--- src/rtl/uart_rx_fifo.sv ---
// rtl/uart_rx_fifo.sv - first-word-fall-through byte buffer behind UART_RX
// Stores error-free frames only; keeps sticky overflow and saturating error counts.
module uart_rx_fifo #(
  parameter int DATA_WIDTH = 8,
  parameter int DEPTH      = 8,
  parameter int CNT_WIDTH  = 8
) (
  input  logic                       CLK,
  input  logic                       RST,
  input  logic [DATA_WIDTH-1:0]      P_DATA,
  input  logic                       Data_Valid,
  input  logic                       Parity_Error,
  input  logic                       Stop_Error,
  input  logic                       RD_EN,
  input  logic                       CLR_ERR,
  output logic [DATA_WIDTH-1:0]      RD_DATA,
  output logic                       EMPTY,
  output logic                       FULL,
  output logic [$clog2(DEPTH):0]     FILL_LEVEL,
  output logic                       OVERFLOW,
  output logic [CNT_WIDTH-1:0]       PAR_ERR_CNT,
  output logic [CNT_WIDTH-1:0]       STOP_ERR_CNT
);

  localparam int AW = $clog2(DEPTH);
  localparam int LW = AW + 1;

  logic [DATA_WIDTH-1:0] mem [DEPTH];
  logic [AW-1:0]         wr_ptr;
  logic [AW-1:0]         rd_ptr;
  logic [LW-1:0]         fill;
  logic                  dv_q;
  logic                  pe_q;
  logic                  se_q;

  logic dv_rise;
  logic pe_rise;
  logic se_rise;
  logic accept;
  logic do_pop;
  logic do_write;
  logic ovf_event;

  // Strobes from UART_RX may stay high for several cycles; act only on the rising edge.
  assign dv_rise   = Data_Valid   & ~dv_q;
  assign pe_rise   = Parity_Error & ~pe_q;
  assign se_rise   = Stop_Error   & ~se_q;
  assign accept    = dv_rise & ~Parity_Error & ~Stop_Error;

  assign EMPTY      = (fill == '0);
  assign FULL       = (fill == LW'(DEPTH));
  assign FILL_LEVEL = fill;
  assign do_pop     = RD_EN & ~EMPTY;
  // A same-cycle pop frees the slot, so a full FIFO can still take the byte.
  assign do_write   = accept & (~FULL | do_pop);
  assign ovf_event  = accept & FULL & ~do_pop;

  assign RD_DATA = EMPTY ? '0 : mem[rd_ptr];

  always_ff @(posedge CLK or negedge RST) begin
    if (!RST) begin
      dv_q <= 1'b0;
      pe_q <= 1'b0;
      se_q <= 1'b0;
    end else begin
      dv_q <= Data_Valid;
      pe_q <= Parity_Error;
      se_q <= Stop_Error;
    end
  end

  always_ff @(posedge CLK) begin
    if (do_write) begin
      mem[wr_ptr] <= P_DATA;
    end
  end

  always_ff @(posedge CLK or negedge RST) begin
    if (!RST) begin
      wr_ptr <= '0;
      rd_ptr <= '0;
      fill   <= '0;
    end else begin
      if (do_write) begin
        wr_ptr <= wr_ptr + 1'b1;
      end
      if (do_pop) begin
        rd_ptr <= rd_ptr + 1'b1;
      end
      case ({do_write, do_pop})
        2'b10:   fill <= fill + 1'b1;
        2'b01:   fill <= fill - 1'b1;
        default: fill <= fill;
      endcase
    end
  end

  // Clear takes priority over any same-cycle increment or overflow event.
  always_ff @(posedge CLK or negedge RST) begin
    if (!RST) begin
      OVERFLOW     <= 1'b0;
      PAR_ERR_CNT  <= '0;
      STOP_ERR_CNT <= '0;
    end else if (CLR_ERR) begin
      OVERFLOW     <= 1'b0;
      PAR_ERR_CNT  <= '0;
      STOP_ERR_CNT <= '0;
    end else begin
      if (ovf_event) begin
        OVERFLOW <= 1'b1;
      end
      if (pe_rise && (PAR_ERR_CNT != '1)) begin
        PAR_ERR_CNT <= PAR_ERR_CNT + 1'b1;
      end
      if (se_rise && (STOP_ERR_CNT != '1)) begin
        STOP_ERR_CNT <= STOP_ERR_CNT + 1'b1;
      end
    end
  end

endmodule

--- config.mk ---
export PLATFORM = sky130hd
export DESIGN_NAME = uart_rx_fifo
export DESIGN_NICKNAME = d
export VERILOG_FILES = /design/src/rtl/uart_rx_fifo.sv
export SDC_FILE = /design/constraint.sdc
export NUM_CORES = 1
export LEC_CHECK = 0
export CAP_MARGIN = 15
export CORE_MARGIN = 5
export CORE_UTILIZATION = 40
export DETAILED_ROUTE_END_ITERATION = 10
export PLACE_DENSITY = 0.66
export SYNTH_ARGS = -nofsm -noshare
export SYNTH_HDL_FRONTEND = slang
export SYNTH_SLANG_ARGS = --single-unit
--- constraint.sdc ---
create_clock -name CLK -period 2.2 [get_ports CLK]
set_input_delay 0.33 -clock CLK [delete_from_list [all_inputs] [get_ports CLK]]
set_output_delay 0.33 -clock CLK [all_outputs]
set_load 0.02 [all_outputs]
==> qor.yml, run 1 <==
finalNetCount: 376
gp_congestion: 0.821
final_cell_mix: "64 x edfxtp_1, 37 x buf_4, 35 x clkdlybuf4s50_1"
grt_pass1_wl_mm: 13.6
clkLatencyLatePin_ps: 360
drive_above_1_share: 0.266
dp_hpwl_mm: 5.82
cts_hold_buf: 0
layout_commonest_cell: "edfxtp_1"
violations: "negative setup slack"
required_ps: 1870
synth_area_um2: 4110
dr.pass1.iters: 4
status: "complete, but fails checks"
maxCapViolations: 0
die_x_um: 111
grt_pass1_vias: 2603
cts-buffers-inserted: 9
io_pins: 46
async_flop_share: 0.319
drt-total-wl_mm: 8.36
pre_cts_slack_ps: -221
r2r_cells: 6
grt_start_max_net_pins: 31
endpoint_kind: "output port"
grt.total_usage: 0.139
ant_nets: 0
cts_tree: "built"
syn_nets: 291
crit_type: "reg2out"
htree_levels: 3
leakagePower_nw: 1.92
hold_class: "in2async"
cts_sinks: 94
ys_ff_latch: 94
skew_ps: 13.1
portBuffers: 45
hold_ws_ps: 354
max-slew-margin-rel: 0.573
path_max_fanout: 5
row_count: 37
min_period_ps: 2230
finalHoldViolCount: 0
start_kind: "register"
clk_pin_slew_worst_paths_ps: 100
areaGrowthSynthToFinish_pct: 26.9
grt.overflow.total: 0
clock.fmax_mhz: 448
die_area_um2: 12400
cts.path.max_buffers: 2
wl_per_cell_um: 16.8
core_um2: 10200
route.detailed.drc: 0
vias: 2522
antenna_found_initial: 0
synth_cell_types: 56
rsz0062_at_grt: "true"
critPathArrivalTime_ps: 1900
fp.dieH_um: 111
synth.yosys.seq_area_share: 0.650
clockRootBuffer: "clkbuf_8"
diodes: 0
synth_warnings: 0
syn_avg_cell_area_um2: 15.2
synth_flop_cell: "edfxtp_1"
avgViaCountPerCell: 5.07
timing.final.ws_setup_ps: -29.8
power_density_nw_per_um2: 988
power.total_mw: 5.16
post-route-util: 0.512
worst_pin_slew_ps: 638
synth_cells: 271
synth_edf_count: 64
setup_viol: 2
slew_violations: 0
irDropWorstVdd_uv: 477
initialDrtViolationCount: 128
fin_crit_sh: 1.01
start_util: 0.404
[synthesized netlist by cell type (3+ instances only)]
library cell,number,share of area
a21oi_1,6,0.0073
xor2_1,6,0.013
buf_2,4,0.0049
mux2i_1,12,0.029
nor3_1,6,0.0073
nand2_1,17,0.016
edfxtp_1,64,0.47
nand3_1,5,0.0061
ha_1,5,0.015
nand2b_1,3,0.0046
nor2_1,28,0.026
buf_1,3,0.0027
xnor2_1,6,0.013
o211ai_1,5,0.0091
o21ai_0,3,0.0037
dfrtp_1,30,0.18
mux4_2,16,0.088
inv_1,5,0.0046
[critical path: stages, from the launching register on]
cell and delay [ps]:
dfrtp_2 410, buf_12 150, buf_12 110, mux4_2 490, mux2i_1 180, nor2_1 50
buf_2 160
[cell families (layout without fill, tap and decap cells)]
group | Yosys count | in the layout | share of synthesized area
AOI/OAI and AO/OA | 29 | 29 | 0.0536
xor gates and xnor gates | 12 | 12 | 0.0256
adders and majority gates | 5 | 5 | 0.0152
buffers and inverters | 17 | 107 | 0.0183
DFF | 94 | 94 | 0.650
muxes | 30 | 30 | 0.122
and+or+nand+nor | 84 | 84 | 0.115
[power breakdown]
group          internal (mW)  leakage, nW  total (mW)  switching, mW
Clock                  0.429       0.0854        1.06          0.634
Combinational           1.01        0.872        1.95          0.944
Sequential              2.00        0.965        2.14          0.134
[cell type report]
class	instances	area, um^2
tap	136	170
multi-input combinational	160	1390
clock buffer	10	128
inverter	6	22.5
sequential	94	2670
timing repair buffer	85	782
clock inverter	6	52.6
fill	882	4970
[routing by layer]
| layer | vias to the layer above | routed length, um | global-route usage |
|---|---|---|---|
| met5 | - | 0 | 0 |
| met4 | 0 | 129 | 0.0535 |
| met3 | 8 | 236 | 0.0261 |
| met2 | 35 | 4050 | 0.227 |
| met1 | 1270 | 3950 | 0.186 |
| li1 | 1209 | - | - |
[registers in the layout, indices dropped and copies added, names as in the netlist]
name and count:
FILL_LEVEL 4, OVERFLOW 1, PAR_ERR_CNT 8, STOP_ERR_CNT 8
dv_q 1, mem 64, pe_q 1, rd_ptr 3
se_q 1, wr_ptr 3
[final timing paths]
kind,from,endpoint,slack (ps)
min,RST,dv_q,350
min in group CLK,Data_Valid,dv_q,440
max in group asynchronous,RST,rd_ptr[0],1530
min reg2reg,OVERFLOW,OVERFLOW,550
max,rd_ptr[0],RD_DATA[2],-30
max reg2reg,dv_q,mem[6][6],120
[through the flow]
step | instances | area, um^2 | TNS (ps)
after global routing | 497 | 5220 | -696
after floorplan | 271 | 4120 | 0
after CTS | 497 | 5220 | -270
after global placement | 479 | 5040 | -6640
final | 497 | 5220 | -53.7
after detailed placement | 479 | 5040 | -6900
[what timing repair did]
| item | in CTS | in global routing |
|---|---|---|
| gates resized for setup | 37 | 5 |
| gates cloned | 1 | 0 |
| pin swaps | 0 | 2 |
| setup buffers | 1 | 1 |
| setup endpoints to repair | 10 | 8 |
Note: power is estimated with default switching activity, not from simulation.
==> run 2: changes to the inputs <==
--- a/config.mk
+++ b/config.mk
@@ -9,7 +9,7 @@
 export CORE_MARGIN = 5
 export CORE_UTILIZATION = 40
 export DETAILED_ROUTE_END_ITERATION = 10
-export PLACE_DENSITY = 0.66
+export PLACE_DENSITY = 0.64
 export SYNTH_ARGS = -nofsm -noshare
 export SYNTH_HDL_FRONTEND = slang
 export SYNTH_SLANG_ARGS = --single-unit
==> constraint.sdc (replaced) <==
create_clock -name CLK -period 2.36 [get_ports CLK]
set_input_delay 0.354 -clock CLK [delete_from_list [all_inputs] [get_ports CLK]]
set_output_delay 0.354 -clock CLK [all_outputs]
set_load 0.02 [all_outputs]
==> run 2 against run 1 <==
Compared with the run above: the run now ends clean; worst hold slack improved by 32 ps; routed wire length rose by 1.7%; register-to-register slack improved by 160 ps; clock skew rose by 2.8 ps; core utilization fell by 0.55 points; clock power fell by 6%; sequential share of layout area rose by 0.56 points; total power fell by 7.7%; die area did not move; critical path depth did not move; global-route usage rose by 0.62 points; critical path type unchanged; critical endpoint is now RD_DATA[6].
==> qor.yml, run 2 (synthesis results as in run 1) <==
largest_register: "mem"  # unchanged
grt_start_max_net_pins: 31  # unchanged
post-route-util: 0.507  # was 0.512
irDropWorstVdd_uv: 338  # was 477 uV
grt.overflow.total: 0  # unchanged
rsz0062_at_grt: "true"  # unchanged
max-slew-margin-rel: 0.556  # was 0.573
reg2reg_from: "dv_q"  # unchanged
grt_pass1_wl_mm: 14.2  # was 13.6 mm
start_kind: "register"  # unchanged
endpoint_kind: "output port"  # unchanged
grt_pass1_vias: 2622  # was 2603
antenna_found_initial: 0  # unchanged
cts_hold_buf: 0  # unchanged
htree_levels: 3  # unchanged
dp_hpwl_mm: 5.64  # was 5.82 mm
core_um2: 10200  # unchanged
worstSetupStartpoint: "rd_ptr[0]"  # unchanged
drt-total-wl_mm: 8.51  # was 8.36 mm
cts_sinks: 94  # unchanged
dr.pass1.iters: 4  # unchanged
fin_setup_tns_ps: 0  # was -53.7 ps
crit_type: "reg2out"  # unchanged
io_pins: 46  # unchanged
p_comb_frac: 0.371  # was 0.379
clock.fmax_mhz: 436
gp_congestion: 0.837  # was 0.821
final_cell_mix: "64 x edfxtp_1, 36 x clkdlybuf4s50_1, 31 x buf_4"  # was 64 x edfxtp_1, 37 x buf_4, 35 x clkdlybuf4s50_1
row_count: 37  # unchanged
path_max_fanout: 4  # was 5
start_util: 0.404  # unchanged
slew_violations: 0  # unchanged
layout_commonest_cell: "edfxtp_1"  # unchanged
finalHoldViolCount: 0  # unchanged
maxCapViolations: 0  # unchanged
areaGrowthSynthToFinish_pct: 25.5  # was 26.9%
skew_ps: 16.0  # was 13.1 ps
avgViaCountPerCell: 5.14  # was 5.07
critPathArrivalTime_ps: 1940  # was 1900 ps
initialDrtViolationCount: 115  # was 128
leakagePower_nw: 1.89  # was 1.92 nW
required_ps: 2010  # was 1870 ps
hold_ws_ps: 386  # was 354 ps
die_area_um2: 12400  # unchanged
grt.total_usage: 0.145  # was 0.139
finalNetCount: 369  # was 376
die_x_um: 111  # unchanged
hold_class: "in2async"  # unchanged
worst_pin_slew_ps: 664  # was 638 ps
min_period_ps: 2290
route.detailed.drc: 0  # unchanged
p_int_mw: 3.18  # was 3.44 mW
wl_per_cell_um: 17.4  # was 16.8 um
net-switching-power_mw: 1.57  # was 1.71 mW
fin_crit_sh: 0.971
top_regs: "mem (64), PAR_ERR_CNT (8), STOP_ERR_CNT (8)"  # unchanged
p_seq_frac: 0.419  # was 0.415
portBuffers: 45  # unchanged
vias: 2520  # was 2522
cts_tree: "built"  # unchanged
p_sw_frac: 0.331  # was 0.332
ant_nets: 0  # unchanged
drive_above_1_share: 0.249  # was 0.266
clkLatencyLatePin_ps: 350  # was 360 ps
cts-buffers-inserted: 9  # unchanged
status: "complete, no violations"  # was complete, but fails checks
p_clk_frac: 0.210  # was 0.206
clk_pin_slew_worst_paths_ps: 100  # about the same
cts.path.max_buffers: 2  # unchanged
clockRootBuffer: "clkbuf_8"  # unchanged
diodes: 0  # unchanged
setup_viol: 0  # was 2
largest_reg_flops: 64  # unchanged
fp.dieH_um: 111  # unchanged
power_density_nw_per_um2: 922  # was 988 nW/um^2
-- run 2: final cells by class --
type                       instances  area, um^2
tap                              136         170
multi-input combinational        160        1370
timing repair buffer              78         734
inverter                           6        22.5
clock buffer                       9         124
clock inverter                     7        67.6
fill                             903        5020
sequential                        94        2670
-- run 2: worst max-delay path: stages, from the launching register on --
cell	delay, ps
dfrtp_2	470
buf_12	130
buf_16	110
mux4_2	490
mux2i_1	150
nor2_1	80
buf_4	170
-- run 2: timing repair --
action	CTS	global route
gates resized for setup	32	7
cloned	2	0
endpoints found under the setup margin	9	7
pin swaps	0	2
buffers inserted	1	1
-- run 2: power groups by stage --
| stage | clock, mW | sequential, mW | combinational [mW] |
|---|---|---|---|
| 2_1_floorplan | 0 | 2.01 | 1.05 |
| 5_1_grt | 1.11 | 2.01 | 1.93 |
| 3_3_place_gp | 0 | 2.01 | 1.70 |
| 4_1_cts | 1.03 | 1.99 | 1.80 |
| 3_5_place_dp | 0 | 2.01 | 1.73 |
| 6_report | 1.00 | 1.99 | 1.76 |
-- run 2: metrics by stage --
| stage | total power, mW | std cells | area, um^2 | setup WS [ps] |
|---|---|---|---|---|
| 6_report | 4.76 | 490 | 5160 | 67.3 |
| 5_1_grt | 5.05 | 490 | 5160 | -44.4 |
| 4_1_cts | 4.82 | 490 | 5170 | 5.24 |
| 3_5_place_dp | 3.74 | 471 | 4930 | -83.8 |
| 3_3_place_gp | 3.71 | 471 | 4930 | -28.1 |
| 2_1_floorplan | 3.06 | 271 | 4110 | 6.83 |
-- run 2: layer usage --
layer | track usage | part of all wire | wire length [um] | up-vias
met3 | 0.0293 | 0.029 | 247 | 5
met4 | 0.0341 | 0.0086 | 73 | 0
met2 | 0.236 | 0.49 | 4160 | 39
li1 | - | - | - | 1200
met5 | 0 | 0 | 0 | -
met1 | 0.203 | 0.47 | 4020 | 1276
-- run 2: worst paths after layout --
check	endpoint	slack, ps	cells past startpoint
hold / removal	STOP_ERR_CNT[7]	390	2
max in group asynchronous	rd_ptr[0]	1660	2
setup / recovery	RD_DATA[6]	70	6
min in group CLK	OVERFLOW	530	2
setup reg to reg	FILL_LEVEL[1]	280	8
hold reg to reg	OVERFLOW	530	2
